`src/rtl/sipo_deserializer_pkg.sv`:
```
// sipo_deserializer_pkg: bit-order constants and counter-width helper shared by the deserializer
package sipo_deserializer_pkg;

   localparam int BIT_ORDER_MSB = 1;
   localparam int BIT_ORDER_LSB = 0;

   function automatic int cnt_width(input int width);
      int w;
      w = 0;
      while ((1 << w) < width) w++;
      return w;
   endfunction

endpackage

```
`src/rtl/sipo_deserializer.sv`:
```
// sipo_deserializer: collects WIDTH serial bits into a word held on a valid/ready output
module sipo_deserializer
   import sipo_deserializer_pkg::*;
#(
   parameter  int WIDTH     = 8,
   parameter  int MSB_FIRST = BIT_ORDER_MSB,
   localparam int CNT_W     = cnt_width(WIDTH)
) (
   input  logic             clk,
   input  logic             reset_n,
   input  logic             clear,
   input  logic             serial_in,
   input  logic             serial_valid,
   input  logic             frame_start,
   output logic [WIDTH-1:0] par_data,
   output logic             par_valid,
   input  logic             par_ready,
   output logic             overrun,
   output logic [CNT_W-1:0] bit_count
);

   localparam logic [CNT_W-1:0] LAST = CNT_W'(WIDTH - 1);

   logic [WIDTH-1:0] r_shreg;
   logic [WIDTH-1:0] r_par_data;
   logic             r_par_valid;
   logic             r_overrun;
   logic [CNT_W-1:0] r_count;

   logic [WIDTH-1:0] w_shifted;
   logic [WIDTH-1:0] w_first;
   logic             w_complete;
   logic             w_load;

   always_comb begin
      w_shifted  = (MSB_FIRST == BIT_ORDER_MSB) ? {r_shreg[WIDTH-2:0], serial_in}
                                                 : {serial_in, r_shreg[WIDTH-1:1]};
      // a frame start restarts the word with stale bits zeroed
      w_first    = (MSB_FIRST == BIT_ORDER_MSB) ? {{(WIDTH-1){1'b0}}, serial_in}
                                                 : {serial_in, {(WIDTH-1){1'b0}}};
      w_complete = serial_valid && !frame_start && (r_count == LAST);
      w_load     = w_complete && (!r_par_valid || par_ready);
   end

   always_ff @(posedge clk or negedge reset_n) begin
      if (!reset_n) begin
         r_shreg <= '0;
         r_count <= '0;
      end else if (clear) begin
         r_shreg <= '0;
         r_count <= '0;
      end else if (serial_valid) begin
         r_shreg <= frame_start ? w_first : w_shifted;
         r_count <= frame_start ? CNT_W'(1) : (w_complete ? '0 : r_count + 1'b1);
      end
   end

   // a word completing while the previous one is still unconsumed is dropped
   always_ff @(posedge clk or negedge reset_n) begin
      if (!reset_n) begin
         r_par_data  <= '0;
         r_par_valid <= 1'b0;
         r_overrun   <= 1'b0;
      end else if (clear) begin
         r_par_data  <= '0;
         r_par_valid <= 1'b0;
         r_overrun   <= 1'b0;
      end else if (w_load) begin
         r_par_data  <= w_shifted;
         r_par_valid <= 1'b1;
      end else begin
         if (par_ready) r_par_valid <= 1'b0;
         if (w_complete) r_overrun <= 1'b1;
      end
   end

   assign par_data  = r_par_data;
   assign par_valid = r_par_valid;
   assign overrun   = r_overrun;
   assign bit_count = r_count;

endmodule
```
`config.mk`:
```
export PLATFORM = sky130hd
export DESIGN_NAME = sipo_deserializer
export DESIGN_NICKNAME = d
export VERILOG_FILES = /design/src/rtl/sipo_deserializer_pkg.sv /design/src/rtl/sipo_deserializer.sv
export SDC_FILE = /design/constraint.sdc
export NUM_CORES = 1
export LEC_CHECK = 0
export BUFFER_PORTS_ARGS = -buffer_cell sky130_fd_sc_hd__buf_4
export CAP_MARGIN = 15
export CORE_UTILIZATION = 50
export CTS_BUF_LIST = sky130_fd_sc_hd__clkbuf_2
export DETAILED_ROUTE_END_ITERATION = 8
export GPL_TIMING_DRIVEN = 0
export PLACE_DENSITY = 0.74
export SYNTH_ARGS = -nofsm -noshare
export SYNTH_HDL_FRONTEND = slang
export SYNTH_SLANG_ARGS = --single-unit
```
`constraint.sdc`:
```
create_clock -name clk -period 1.5 [get_ports clk]
set_clock_uncertainty 0.1 [all_clocks]
set_input_delay 0.3 -clock clk [delete_from_list [all_inputs] [get_ports clk]]
set_output_delay 0.3 -clock clk [all_outputs]
set_load 0.005 [all_outputs]
```
==> impl_metrics.csv, run 1 <==
group,metric,value,unit
logic_synthesis,syn_inst,89,
place,dp_cells,132,
setup_path,end_kind,"register",
final_layout,layout.nets,125,
setup_path,crit_chain,"ha_2, ha_4, and3b_1, buf_6, mux2i_1",
logic_synthesis,synth_area_per_cell,10.7,um2
pwr,leakage,0.560,nW
pwr,power_frac_comb,0.096,
pwr,seq_power_share,0.640,
final_layout,antenna_cells,0,
pwr,ir_worst_vdd,0.646,mV
timing,post-route-period-util,0.983,
timing,fmax,0.678,GHz
flow_run,drv_cap,0,
logic_synthesis,ys.flop_type,"dfrtp_1",
place,place_ws,-0.0551,ns
grt,grt-ovfl-total,0,
logic_synthesis,synth_common_cells,"20 x dfrtp_1, 18 x nand2b_1, 11 x nor2_1",
cts,tritoncts,"yes",
logic_synthesis,syn_nets,98,
drt,vias,680,
setup_path,ff2ff_setup_slack,0.02,ns
pwr,switching_power,215,uW
grt,grt_use_met1,0.239,
final_layout,fillCellCount,156,
grt,antenna_found_initial,0,
min_path,hold-path-cell-count,3,
final_layout,multi_input_area,429,um2
drt,drt_wl_total,1750,um
drt,drt_iter0_markers,4,
setup_path,worstPathMaxFanout,8,
outcome,status,"finished clean",
pwr,power.internal,643,uW
drt,via_per_inst,4.86,
grt,grt_pass1_vias,605,
drt,drc,0,
cts,cts_sinks,20,
grt,grt_usage,0.190,
pwr,totalPowerFinal,858,uW
die,die_h,45.7,um
cts,clk_pin_slew_worst_paths,0.21,ns
pwr,power_density,722,mW/mm2
pwr,switching_share,0.251,
logic_synthesis,ys_warn_count,0,
final_layout,drive_gt1_frac,0.296,
setup_path,crit_type,"reg2reg",
cts,htree_levels,1,
final_layout,synthToLayoutAreaGrowth,24.3,%
logic_synthesis,yosys.cell_count.top_type,"dfrtp_1",
cts,clock_latency,0.33,ns
place,hpwl,1150,um
logic_synthesis,synth_top_area_cell,"dfrtp_1",
min_path,min_path_type,"in2reg",
setup_path,critPathMaxStageDelay,0.42,ns
setup_path,critPathRequiredTime,1.64,ns
timing,fin_ws,0.0248,ns
logic_synthesis,ys_seq_elements,20,
final_layout,final_cells,140,
die,die_area,0.00209,mm2
final_layout,regArea,500,um2
die,die_w,45.7,um
die,coreArea,0.00176,mm2
min_path,hp-start,"serial_in",
timing,maxSlewViolCount,0,
logic_synthesis,synth_cell_types,17,
pwr,clockPowerShare,0.264,
logic_synthesis,synthesis.area,956,um2
timing,tightest_slew,0.291,ns
logic_synthesis,synthArstFlopShare,1.00,
cts,cts_buffers,3,
grt,grt_pass1_wl,2730,um
timing,finalHoldViolCount,0,
timing,setup_viol,0,
die,boundaryPins,20,
logic_synthesis,netlist.area_leader.share,0.524,
grt,grt_max_degree,21,
setup_path,cp_slowest_cell,"dfrtp_1",
drt,route.antenna.remaining_nets,0,
grt,grt_util_met2,0.314,
timing,period_minus_slack,1.48,ns
timing,rsz0062_at_grt,"yes",
grt,use_met3,0.0238,
setup_path,r2r-end,"par_data[0]",
setup_path,arrival,1.62,ns
timing,slew_headroom,0.806,
drt,avgRoutedWirePerCell,12.5,um
drt,first_pass_iters,2,
die,fp-row-count,15,
setup_path,path_buf_inv,1,
cts,cts_root_buf,"clkbuf_2",
logic_synthesis,synth_area_leaders,"dfrtp_1 52%, nand2b_1 12%, mux2i_1 9.4%, a21oi_1 4.7%, nor2_1 4.3%",
place,place.gp.congestion,0.715,
setup_path,crit_family,"flip-flops",
logic_synthesis,synth_edf_count,0,
logic_synthesis,seq_area_frac_synth,0.524,
setup_path,reg2reg_from,"bit_count[0]",
place,port_buffers,18,
grt,grt-busiest-layer,"met2",
die,initial_core_util,0.542,
setup_path,startpoint_type,"register",
cts,clockBufferDepth,2,
min_path,hold_path_end,"r_shreg[0]",
setup_path,reg2regPathDepth,5,
==> per-layer routing <==
layer  vias up  share of wire
met5         -              0
met4         0          0.013
met3         4          0.027
met2        16           0.48
met1       319           0.48
li1        341              -
==> cell type report <==
cell class              count  share of cell area
plain buffers               6              0.0347
clock buffers               3              0.0126
clock inverters             1             0.00316
multi-input cells          63               0.361
flip-flops and latches     20               0.421
well taps                  25              0.0263
repair buffers             22               0.141
==> flip-flops by register name (all words and copies together) (netlist names) <==
| name | flops |
|---|---|
| bit_count | 3 |
| par_valid | 1 |
| par_data | 8 |
| overrun | 1 |
| r_shreg | 7 |
==> placed cells by master (no fill, tap or decap), types with 3 or more instances in the layout <==
cell type	count
a21oi_1	9
buf_2	3
buf_4	21
clkbuf_2	3
dfrtp_1	20
mux2i_1	9
nand2b_1	18
nor2_1	11
nor2b_1	5
==> stage by stage <==
stage	hold slack, ns	setup TNS (ns)	area [um2]	util
after global placement	0.0939	-0.178	1120	0.636
after detailed placement	0.0933	-0.364	1120	0.636
final	0.149	0	1190	0.674
after floorplan	-0.0956	0	956	-
after global routing	0.144	-0.0886	1190	0.674
after CTS	0.136	0	1170	0.665
==> how the worst max path moves through the flow <==
stage	start	end	slack (ns)	depth (start not counted)
2_1_floorplan	bit_count[0]	par_data[0]	0.03	5
3_3_place_gp	bit_count[0]	par_data[0]	-0.03	5
3_5_place_dp	bit_count[0]	par_data[3]	-0.06	5
4_1_cts	bit_count[0]	par_data[0]	0.02	5
5_1_grt	bit_count[0]	par_data[0]	-0.04	5
6_report	bit_count[0]	par_data[0]	0.02	5
==> power groups by stage <==
stage               combinational [mW]  sequential (mW)  clock (mW)
finish                          0.0826            0.549       0.226
global route                    0.0913            0.550       0.247
CTS                             0.0818            0.549       0.230
detailed placement              0.0752            0.560           0
global placement                0.0740            0.559           0
floorplan                       0.0384            0.559           0
==> worst reg2reg max path, delay by kind of cell, from the launching register on <==
kind                     cells  cell delay (ns)
buffers and inverters        1             0.16
AND/OR/NAND/NOR              1             0.17
flip-flops                   1             0.42
adder cells (fa/ha/maj)      2             0.34
multiplexers                 1             0.20
==> kinds of logic (layout without fill, tap and decap cells) <==
| group | count (synthesis) | in the layout | share of synthesized area |
|---|---|---|---|
| DFF | 20 | 20 | 0.524 |
| muxes | 9 | 9 | 0.0942 |
| adders and majority gates | 2 | 2 | 0.0262 |
| AOI/OAI and AO/OA | 11 | 11 | 0.0615 |
| and+or+nand+nor | 41 | 41 | 0.251 |
| buffers and inverters | 6 | 32 | 0.0432 |
==> repair_timing <==
item | in CTS | in global routing
gates resized for setup | 3 | 0
hold buffers | 1 | 0
endpoints found under the hold margin | 20 | 0
setup endpoints to repair | 8 | 8
pin swaps | 0 | 2
setup buffers | 1 | 2
No activity file was read; power rests on OpenSTA's default activity.
==> inputs of run 2 (changes only) <==
--- a/config.mk
+++ b/config.mk
@@ -5,13 +5,13 @@
 export SDC_FILE = /design/constraint.sdc
 export NUM_CORES = 1
 export LEC_CHECK = 0
-export BUFFER_PORTS_ARGS = -buffer_cell sky130_fd_sc_hd__buf_4
 export CAP_MARGIN = 15
-export CORE_UTILIZATION = 50
+export CORE_UTILIZATION = 55
 export CTS_BUF_LIST = sky130_fd_sc_hd__clkbuf_2
 export DETAILED_ROUTE_END_ITERATION = 8
+export DONT_BUFFER_PORTS = 1
 export GPL_TIMING_DRIVEN = 0
-export PLACE_DENSITY = 0.74
+export PLACE_DENSITY = 0.7
 export SYNTH_ARGS = -nofsm -noshare
 export SYNTH_HDL_FRONTEND = slang
 export SYNTH_SLANG_ARGS = --single-unit
==> run 2 against run 1 <==
  * The flow now finishes with violations (design-rule violations)
  * Utilization rose by 2.6 points
  * Hold slack got worse by 0.15 ns
  * Sequential share of layout area rose by 4.0 points
  * First-iteration DRC count rose to 2.8 times the previous value
  * Clock power rose by 82%
  * Non-clock buffer count fell by 20
  * Sequential cell count did not move
  * Routed wire length rose by 4.9%
  * Register-to-register slack got worse by 0.02 ns
  * Critical path depth did not move
  * Via count fell by 7.9%
  * Count of clock-buffer cells in the layout did not move
==> impl_metrics.csv, run 2 (synthesis results as in run 1) <==
group,metric,value,unit
outcome,status,"complete, but fails checks",
outcome,violations,"design-rule violations",
final_layout,antenna_cells,0,
pwr,power_density,944,mW/mm2
die,die_h,43.7,um
timing,slew_headroom,0.400,
setup_path,end_kind,"register",
place,place_ws,-0.123,ns
die,initial_core_util,0.613,
cts,clock_latency,0.34,ns
timing,finalHoldViolCount,0,
die,fp-row-count,14,
pwr,seq_power_share,0.538,
timing,setup_viol,0,
flow_run,drv_cap,0,
setup_path,arrival,1.67,ns
cts,tritoncts,"yes",
grt,grt_pass1_wl,3060,um
drt,first_pass_iters,7,
min_path,hp-start,"serial_in",
setup_path,crit_type,"reg2reg",
cts,cts_buffers,3,
setup_path,reg2reg_from,"bit_count[0]",
timing,post-route-period-util,0.994,
pwr,totalPowerFinal,1.03,mW
final_layout,synthToLayoutAreaGrowth,14.1,%
drt,avgRoutedWirePerCell,16.5,um
final_layout,fin_util,0.700,
drt,route.antenna.remaining_nets,0,
grt,grt_usage,0.230,
cts,cts_root_buf,"clkbuf_2",
timing,rsz0062_at_grt,"yes",
pwr,clockPowerShare,0.400,
timing,fmax,0.671,GHz
die,coreArea,0.00156,mm2
die,die_area,0.00191,mm2
drt,drt_iter0_markers,11,
pwr,switching_share,0.220,
pwr,power_frac_comb,0.063,
timing,fin_ws,0.00863,ns
drt,via_per_inst,5.64,
die,boundaryPins,20,
timing,period_minus_slack,1.49,ns
grt,grt_max_degree,21,
grt,antenna_found_initial,0,
setup_path,worstPathMaxFanout,8,
setup_path,startpoint_type,"register",
final_layout,layout_common_cells,"18 x nand2b_1, 18 x dfrtp_1, 10 x nor2_1, 8 x a21oi_1, 8 x mux2i_1",
timing,maxSlewViolCount,0,
setup_path,crit_path_start,"bit_count[0]",
drt,drc,2,
pwr,leakage,0.471,nW
setup_path,critPathRequiredTime,1.68,ns
place,place.gp.congestion,0.691,
final_layout,layout.nets,105,
cts,clockBufferDepth,2,
grt,grt-ovfl-total,0,
final_layout,fillCellCount,115,
pwr,switching_power,226,uW
pwr,ir_worst_vdd,0.640,mV
timing,tightest_slew,0.897,ns
place,hpwl,1160,um
drt,drt_wl_total,1840,um
die,die_w,43.7,um
cts,clk_pin_slew_worst_paths,0.21,ns
final_layout,drive_gt1_frac,0.232,
final_layout,largest_register_ffs,8,
final_layout,final_cells,111,
cts,htree_levels,1,
place,dp_cells,105,
grt,grt_pass1_vias,627,
pwr,power.internal,803,uW
place,port_buffers,0,
cts,cts_sinks,20,
drt,vias,626,
min_path,min_path_type,"in2reg",
-- run 2: cell types whose count changed in the layout (fill, tap and decap cells not counted), sizes merged --
| cell | previous run | this run |
|---|---|---|
| clkinv | 1 | 0 |
| bufinv | 0 | 1 |
| buf | 26 | 6 |
-- run 2: layout make-up --
| cell class | instances | area, um2 | share of cell area |
|---|---|---|---|
| buffer | 6 | 41.3 | 0.0378 |
| multi-input combinational | 63 | 464 | 0.425 |
| timing repair buffer | 2 | 17.5 | 0.0161 |
| sequential | 20 | 503 | 0.461 |
| tap | 16 | 20.0 | 0.0183 |
| clock inverter | 1 | 30.0 | 0.0275 |
| clock buffer | 3 | 15.0 | 0.0138 |
-- run 2: worst max-delay path, stage by stage, from the launching register on --
cell	delay (ns)
dfrtp_2	0.50
ha_4	0.18
ha_4	0.15
and3b_1	0.16
buf_6	0.15
mux2i_2	0.19
-- run 2: worst paths after layout --
path                           endpoint  slack, ns  depth (start not counted)
setup reg to reg            par_data[0]      0.009                          5
hold / removal              par_data[0]      0.004                          2
max in group asynchronous  bit_count[1]       0.29                          1
min in group asynchronous    r_shreg[2]       0.39                          1
setup / recovery            par_data[0]      0.009                          5
hold reg to reg             par_data[7]       0.45                          2
-- run 2: power by group through the flow --
stage / combinational [mW] / clock (mW) / sequential (mW)
floorplan: 0.0384 / 0 / 0.559
global placement: 0.0459 / 0 / 0.560
detailed placement: 0.0474 / 0 / 0.561
CTS: 0.0615 / 0.409 / 0.551
global route: 0.0730 / 0.430 / 0.554
finish: 0.0645 / 0.412 / 0.553
-- run 2: timing repair --
item                       4_1_cts  5_1_grt
gates resized for setup          5        7
setup buffers                    1        0
setup endpoints to repair        8       11
hold endpoints to repair        20        0
pin swaps                        2        2
hold buffers                     1        0
-- run 2: layer usage --
| layer | wire length [um] | up-vias | global-route usage |
|---|---|---|---|
| li1 | - | 300 | - |
| met1 | 874 | 302 | 0.336 |
| met2 | 828 | 20 | 0.322 |
| met3 | 98 | 4 | 0.0542 |
| met4 | 34 | 0 | 0.113 |
| met5 | 0 | - | 0 |
-- run 2: metrics by stage --
stage / TNS, ns / cell area (um2) / hold slack, ns
after global routing: -0.141 / 1090 / 0.00734
after global placement: -0.391 / 976 / -0.0952
after detailed placement: -0.665 / 976 / -0.0952
after CTS: -0.156 / 1060 / 0.0115
final: 0 / 1090 / 0.00357
after floorplan: 0 / 956 / -0.0956
